==> config.mk <==
export PLATFORM = sky130hd
export DESIGN_NAME = hv_sync_receiver
export DESIGN_NICKNAME = d
export VERILOG_FILES = /design/src/rtl/hv_sync_rx_pkg.sv /design/src/rtl/sync_edge_det.sv /design/src/rtl/hv_sync_receiver.sv
export SDC_FILE = /design/constraint.sdc
export NUM_CORES = 1
export LEC_CHECK = 0
export CORE_MARGIN = 3
export CORE_UTILIZATION = 45
export CTS_BUF_LIST = sky130_fd_sc_hd__clkbuf_4
export DETAILED_ROUTE_END_ITERATION = 7
export DONT_BUFFER_PORTS = 1
export SETUP_SLACK_MARGIN = 0.1
export SLEW_MARGIN = 40
export SYNTH_ARGS = -nofsm -noshare
export SYNTH_HDL_FRONTEND = slang
export SYNTH_HIERARCHICAL = 1
export SYNTH_SLANG_ARGS = --single-unit
==> constraint.sdc <==
create_clock -name clk -period 3.77 [get_ports clk]
set_input_delay 0.377 -clock clk [delete_from_list [all_inputs] [get_ports clk]]
set_output_delay 0.377 -clock clk [all_outputs]
set_load 0.01 [all_outputs]
==> src/rtl/hv_sync_rx_pkg.sv <==
// Shared types and default geometry for the HD/VD sync receiver.
package hv_sync_rx_pkg;

  // Lock state machine: hunt for a frame edge, qualify frames, then hold lock.
  typedef enum logic [1:0] {
    SEARCH  = 2'd0,
    ACQUIRE = 2'd1,
    LOCKED  = 2'd2
  } rx_state_t;

  // Default sensor timing. The blanking widths describe the source. The receiver
  // itself only judges the totals, so the blanking widths are not module parameters.
  localparam int H_TOTAL_DEF     = 64;
  localparam int V_TOTAL_DEF     = 32;
  localparam int H_BLANK_DEF     = 7;
  localparam int V_BLANK_DEF     = 1;
  localparam int LOCK_FRAMES_DEF = 2;
  localparam int CW_DEF          = 16;

endpackage

==> src/rtl/sync_edge_det.sv <==
// Two-stage input register with rising-edge pulse. Edges are suppressed until
// both stages hold real samples after reset, so the reset value never fakes an edge.
module sync_edge_det (
  input  logic clk,
  input  logic rst,
  input  logic d_i,
  output logic q_o,
  output logic rise_o
);

  logic       s1_q;
  logic       s2_q;
  logic [1:0] vld_q;

  // Shift the input through two stages and track when the second stage becomes meaningful
  always_ff @(posedge clk) begin
    if (rst) begin
      s1_q  <= 1'b0;
      s2_q  <= 1'b0;
      vld_q <= 2'b00;
    end else begin
      s1_q  <= d_i;
      s2_q  <= s1_q;
      vld_q <= {vld_q[0], 1'b1};
    end
  end

  assign q_o    = s1_q;
  assign rise_o = s1_q & ~s2_q & vld_q[1];

endmodule

==> src/rtl/hv_sync_receiver.sv <==
// HD/VD sink: recovers pixel/line position and data enable, measures line and
// frame geometry, and locks after consecutive frames match the programmed timing.
// Optional statistics ports (frame_cnt, err_cnt) exist when HV_SYNC_RX_STATS_EN is defined.
module hv_sync_receiver
  import hv_sync_rx_pkg::*;
#(
  parameter int H_TOTAL     = H_TOTAL_DEF,
  parameter int V_TOTAL     = V_TOTAL_DEF,
  parameter int LOCK_FRAMES = LOCK_FRAMES_DEF,
  parameter int CW          = CW_DEF
) (
  input  logic          clk,
  input  logic          rst,
  input  logic          hd,
  input  logic          vd,
  output logic          de,
  output logic [CW-1:0] pix_x,
  output logic [CW-1:0] line_y,
  output logic          line_start,
  output logic          frame_start,
  output logic          locked,
  output logic          h_err,
  output logic          v_err,
  output logic [CW-1:0] meas_h_total,
  output logic [CW-1:0] meas_v_total
`ifdef HV_SYNC_RX_STATS_EN
  ,
  output logic [CW-1:0] frame_cnt,
  output logic [CW-1:0] err_cnt
`endif
);

  localparam logic [CW-1:0] CNT_MAX  = {CW{1'b1}};
  localparam logic [CW-1:0] H_TOT_C  = CW'(H_TOTAL);
  localparam logic [CW-1:0] V_TOT_C  = CW'(V_TOTAL);
  localparam logic [CW-1:0] LOCK_C   = CW'(LOCK_FRAMES);
  localparam logic [CW-1:0] ONE_C    = CW'(1);

  logic hd_q, vd_q, hd_rise, vd_rise;

  sync_edge_det u_hd_edge (.clk(clk), .rst(rst), .d_i(hd), .q_o(hd_q), .rise_o(hd_rise));
  sync_edge_det u_vd_edge (.clk(clk), .rst(rst), .d_i(vd), .q_o(vd_q), .rise_o(vd_rise));

  logic          de_q, line_start_q, frame_start_q, h_seen_q;
  logic [CW-1:0] h_cnt_q, l_cnt_q, pix_x_q, line_y_q, meas_h_q, meas_v_q;
  logic          de_d;

  rx_state_t     state_q;
  logic [CW-1:0] good_cnt_q;
  logic          frame_bad_q, locked_q, h_err_q, v_err_q;

  // Mismatches are raw comparisons; they only count once the FSM has left SEARCH.
  logic h_mis, v_mis, h_bad, v_bad;
  assign h_mis = hd_rise & h_seen_q & (h_cnt_q != H_TOT_C);
  assign v_mis = vd_rise & (l_cnt_q != V_TOT_C);
  assign h_bad = h_mis & (state_q != SEARCH);
  assign v_bad = v_mis & (state_q != SEARCH);

  assign de_d = hd_q & vd_q;

  // Position counters, geometry measurement and registered strobes
  always_ff @(posedge clk) begin
    if (rst) begin
      de_q          <= 1'b0;
      line_start_q  <= 1'b0;
      frame_start_q <= 1'b0;
      h_seen_q      <= 1'b0;
      h_cnt_q       <= '0;
      l_cnt_q       <= '0;
      pix_x_q       <= '0;
      line_y_q      <= '0;
      meas_h_q      <= '0;
      meas_v_q      <= '0;
    end else begin
      de_q          <= de_d;
      line_start_q  <= hd_rise;
      frame_start_q <= vd_rise;

      if (hd_rise) begin
        h_cnt_q  <= ONE_C;
        h_seen_q <= 1'b1;
        // The first line after reset started at an unknown point, so it is not measured
        if (h_seen_q) meas_h_q <= h_cnt_q;
      end else if (h_cnt_q != CNT_MAX) begin
        h_cnt_q <= h_cnt_q + ONE_C;
      end

      // Frame close takes precedence; a coincident HD rise is line 1 of the new frame
      if (vd_rise) begin
        meas_v_q <= l_cnt_q;
        l_cnt_q  <= ONE_C;
      end else if (hd_rise) begin
        l_cnt_q <= l_cnt_q + ONE_C;
      end

      if (de_d && !de_q) pix_x_q <= '0;
      else if (de_d)     pix_x_q <= pix_x_q + ONE_C;

      if (vd_rise)              line_y_q <= '0;
      else if (hd_rise && vd_q) line_y_q <= line_y_q + ONE_C;
    end
  end

  // Lock FSM with registered locked output and sticky error flags
  always_ff @(posedge clk) begin
    if (rst) begin
      state_q     <= SEARCH;
      good_cnt_q  <= '0;
      frame_bad_q <= 1'b0;
      locked_q    <= 1'b0;
      h_err_q     <= 1'b0;
      v_err_q     <= 1'b0;
    end else begin
      locked_q <= (state_q == LOCKED);
      if (h_bad) h_err_q <= 1'b1;
      if (v_bad) v_err_q <= 1'b1;

      case (state_q)
        SEARCH: begin
          if (vd_rise) begin
            state_q     <= ACQUIRE;
            good_cnt_q  <= '0;
            frame_bad_q <= 1'b0;
          end
        end
        ACQUIRE: begin
          if (vd_rise) begin
            frame_bad_q <= 1'b0;
            if (frame_bad_q || h_mis || v_mis) begin
              good_cnt_q <= '0;
            end else if (good_cnt_q + ONE_C == LOCK_C) begin
              good_cnt_q <= good_cnt_q + ONE_C;
              state_q    <= LOCKED;
            end else begin
              good_cnt_q <= good_cnt_q + ONE_C;
            end
          end else if (h_mis) begin
            frame_bad_q <= 1'b1;
            good_cnt_q  <= '0;
          end
        end
        LOCKED: begin
          if (h_mis || v_mis) begin
            state_q    <= SEARCH;
            good_cnt_q <= '0;
          end
        end
        default: state_q <= SEARCH;
      endcase
    end
  end

`ifdef HV_SYNC_RX_STATS_EN
  logic [CW-1:0] frame_cnt_q, err_cnt_q;

  // Frame count wraps; judged mismatch events saturate
  always_ff @(posedge clk) begin
    if (rst) begin
      frame_cnt_q <= '0;
      err_cnt_q   <= '0;
    end else begin
      if (vd_rise) frame_cnt_q <= frame_cnt_q + ONE_C;
      if ((h_bad || v_bad) && err_cnt_q != CNT_MAX) err_cnt_q <= err_cnt_q + ONE_C;
    end
  end

  assign frame_cnt = frame_cnt_q;
  assign err_cnt   = err_cnt_q;
`endif

  assign de           = de_q;
  assign pix_x        = pix_x_q;
  assign line_y       = line_y_q;
  assign line_start   = line_start_q;
  assign frame_start  = frame_start_q;
  assign locked       = locked_q;
  assign h_err        = h_err_q;
  assign v_err        = v_err_q;
  assign meas_h_total = meas_h_q;
  assign meas_v_total = meas_v_q;

endmodule
==> metrics.csv <==
metric,value,unit
status,"finished, final reports clean",
firstDrtPassIters,6,
critPathMaxFanout,17,
syn_inst,664,
dp_hpwl,7945,um
rows,40,
final-seq-area,0.002603,sq mm
setup_viol,0,
r2r-start,u_hd_edge/q_o,
cp-endpoint,good_cnt_q[7],
syn_area_per_cell,8.463,sq um
synth_edf_count,0,
layout.cells.non_filler,829,
crit_type,reg2reg,
synth_common_cells,"dfxtp_1, nor2_1, nand2_1",
start_util,46.39,%
post_cts_buffers,0,
grt_usage,17.41,%
ctsResizeCount,0,
ys.flop_type,dfxtp_1,
synth_nets,676,
ys_seq_area_share,46.31,%
synthToLayoutAreaGrowth,6.591,%
clk_path_buf_depth,2,
path_buf_inv,1,
core,0.01211,sq mm
wire_per_inst,14.14,um
drv_slew,0,
synth_area,0.005619,sq mm
htree_num_levels,4,
fmax,368.3,MHz
yosysMostFrequentCell,dfxtp_1,
synth_area_leaders,"dfxtp_1, nor2_1, xor2_1",
relSlewSlack,52.95,%
synth_top_area_cell,dfxtp_1,
nFillCells,1225,
r2r_cells,7,
cts_tree,built,
slowest_delay,620,ps
drc,0,
regToRegSetupSlack,1050,ps
layout-drive-gt1-share,6.203,%
clkLatencyLatePin,530,ps
io_pins,74,
netlist.area_leader.share,46.31,%
start_kind,flop,
peakVddDrop,0.1619,mV
fin_crit,2715,ps
wl,11720,um
cts.sinks,130,
die_w,117.7,um
min_from,rst,
ys_seq_elements,130,
drv_cap,0,
drt.antenna.violating_nets,0,
hp-class,in2reg,
cp.depth,7,
die_h,117.7,um
drt_iter0_drc,208,
ys_types,46,
grt_pass1_wl,19930,um
finClkSkew,13.91,ps
cts_buffers,17,
worst_pin_slew,702.6,ps
place_congestion,0.7928,
slowest_stage,o211ai_1,
grt-ovfl-total,0,
die-area,0.01386,sq mm
r2r-end,good_cnt_q[7],
worstSetupStartpoint,u_hd_edge/q_o,
multi_input_comb_area,0.002840,sq mm
diodes,0,
clockRootBuffer,clkbuf_4,
vias,4419,
placed_cells,795,
antenna_found_initial,0,
rsz0062_at_grt,false,
p_leak,0.002026,uW
clk_pin_slew,110,ps
cp-end-kind,flop,
cp_cell_sequence,and3b_1 > buf_4 > nand2_1 > a41oi_2 > a21oi_1 > o211ai_1 > a311oi_1,
portBuffers,0,
setup_tns,0,ps
required,4150,ps
grt_max_degree,68,
yosysWarnings,6,
grt_pass1_vias,4117,
power_density,378.9,mW/mm^2
routed_via_density,5.331,
finalCritPeriodShare,72.02,%
hold_viol,0,
async_reset_ff_share,0,%
crit_arrival,3090,ps
fin_nets,661,
crit_family,compound AO/OA/AOI/OAI gates,
==> repair_timing <==
item                                    4_1_cts  5_1_grt
hold buffers                                  3        0
endpoints found under the setup margin        0        0
hold endpoints to repair                     67        0
==> flip-flops by register name, summed over array words and instances (netlist names), 2 cells and up <==
name,count
pix_x,16
u_hd_edge/vld_q,2
line_y,16
l_cnt_q,16
u_vd_edge/vld_q,2
good_cnt_q,16
state_q,2
h_cnt_q,16
meas_v_total,16
meas_h_total,16
==> metrics by stage <==
stage | util [%] | total power [uW] | hold WS (ps) | instance area (sq um) | worst slack [ps]
detailed placement | 47.06 | 1468 | 424.7 | 5699 | 1085
finish | 49.45 | 2270 | 129.1 | 5989 | 1055
floorplan | - | 1466 | 413.8 | 5619 | 1772
global route | 49.45 | 2375 | 102.0 | 5989 | 791.2
CTS | 49.40 | 2310 | 66.24 | 5983 | 1049
global placement | 47.02 | 1466 | 415.6 | 5695 | 1203
==> per-layer routing <==
layer  wire length (um)  global-route usage [%]  vias to the layer above  share of wire (%)
li1                   -                       -                     2269                  -
met1               5585                   21.92                     2041                 48
met2               5289                   27.20                       96                 45
met3                686                   5.959                       13                5.9
met4                160                   7.473                        0                1.4
met5                  0                       0                        -                  0
==> worst min-delay path by stage <==
stage                              end  slack [ps]  cells after the start
CTS                 u_vd_edge/vld_q[0]          70                      2
floorplan           u_hd_edge/vld_q[1]         410                      1
global route        u_vd_edge/vld_q[0]         100                      2
global placement    u_vd_edge/vld_q[1]         420                      1
finish              u_vd_edge/vld_q[0]         130                      2
detailed placement  u_vd_edge/vld_q[1]         420                      1
==> power breakdown <==
part           total, uW  switching [uW]  internal [uW]
sequential          1390            9.49           1380
clock                818             491            327
combinational       59.6            39.6           20.0
==> cell families after synthesis <==
group	share of synthesized area, %
xor gates and xnor gates	8.261
and+or+nand+nor	27.61
AOI/OAI and AO/OA	9.152
buffers and inverters	3.318
muxes	3.563
adders and majority gates	1.781
DFF	46.31
==> layout by cell type, fill, tap and decap left out, drive strengths merged, types with 5 or more instances in the layout <==
cell type and count:
a311oi 8, a31oi 7, nor4 6, mux2i 20
and4 5, o21ai 16, clkinv 8, clkbuf 19
nor2 97, xnor2 12, and3 13, nand2 76
nand2b 5, nor3 13, inv 10, xor2 41
nand4 22, dfxtp 130, a21oi 41, nand3 41
or3 15, ha 8, nor2b 10
==> layout make-up <==
| type | count | share of cell area [%] |
|---|---|---|
| Timing Repair Buffer | 5 | 1.044 |
| Inverter | 10 | 0.6267 |
| Tap cell | 168 | 3.510 |
| Multi-Input combinational cell | 485 | 47.42 |
| Clock buffer | 19 | 2.381 |
| Clock inverter | 12 | 1.567 |
| Sequential cell | 130 | 43.45 |
Note: power is estimated with default switching activity, not from simulation.
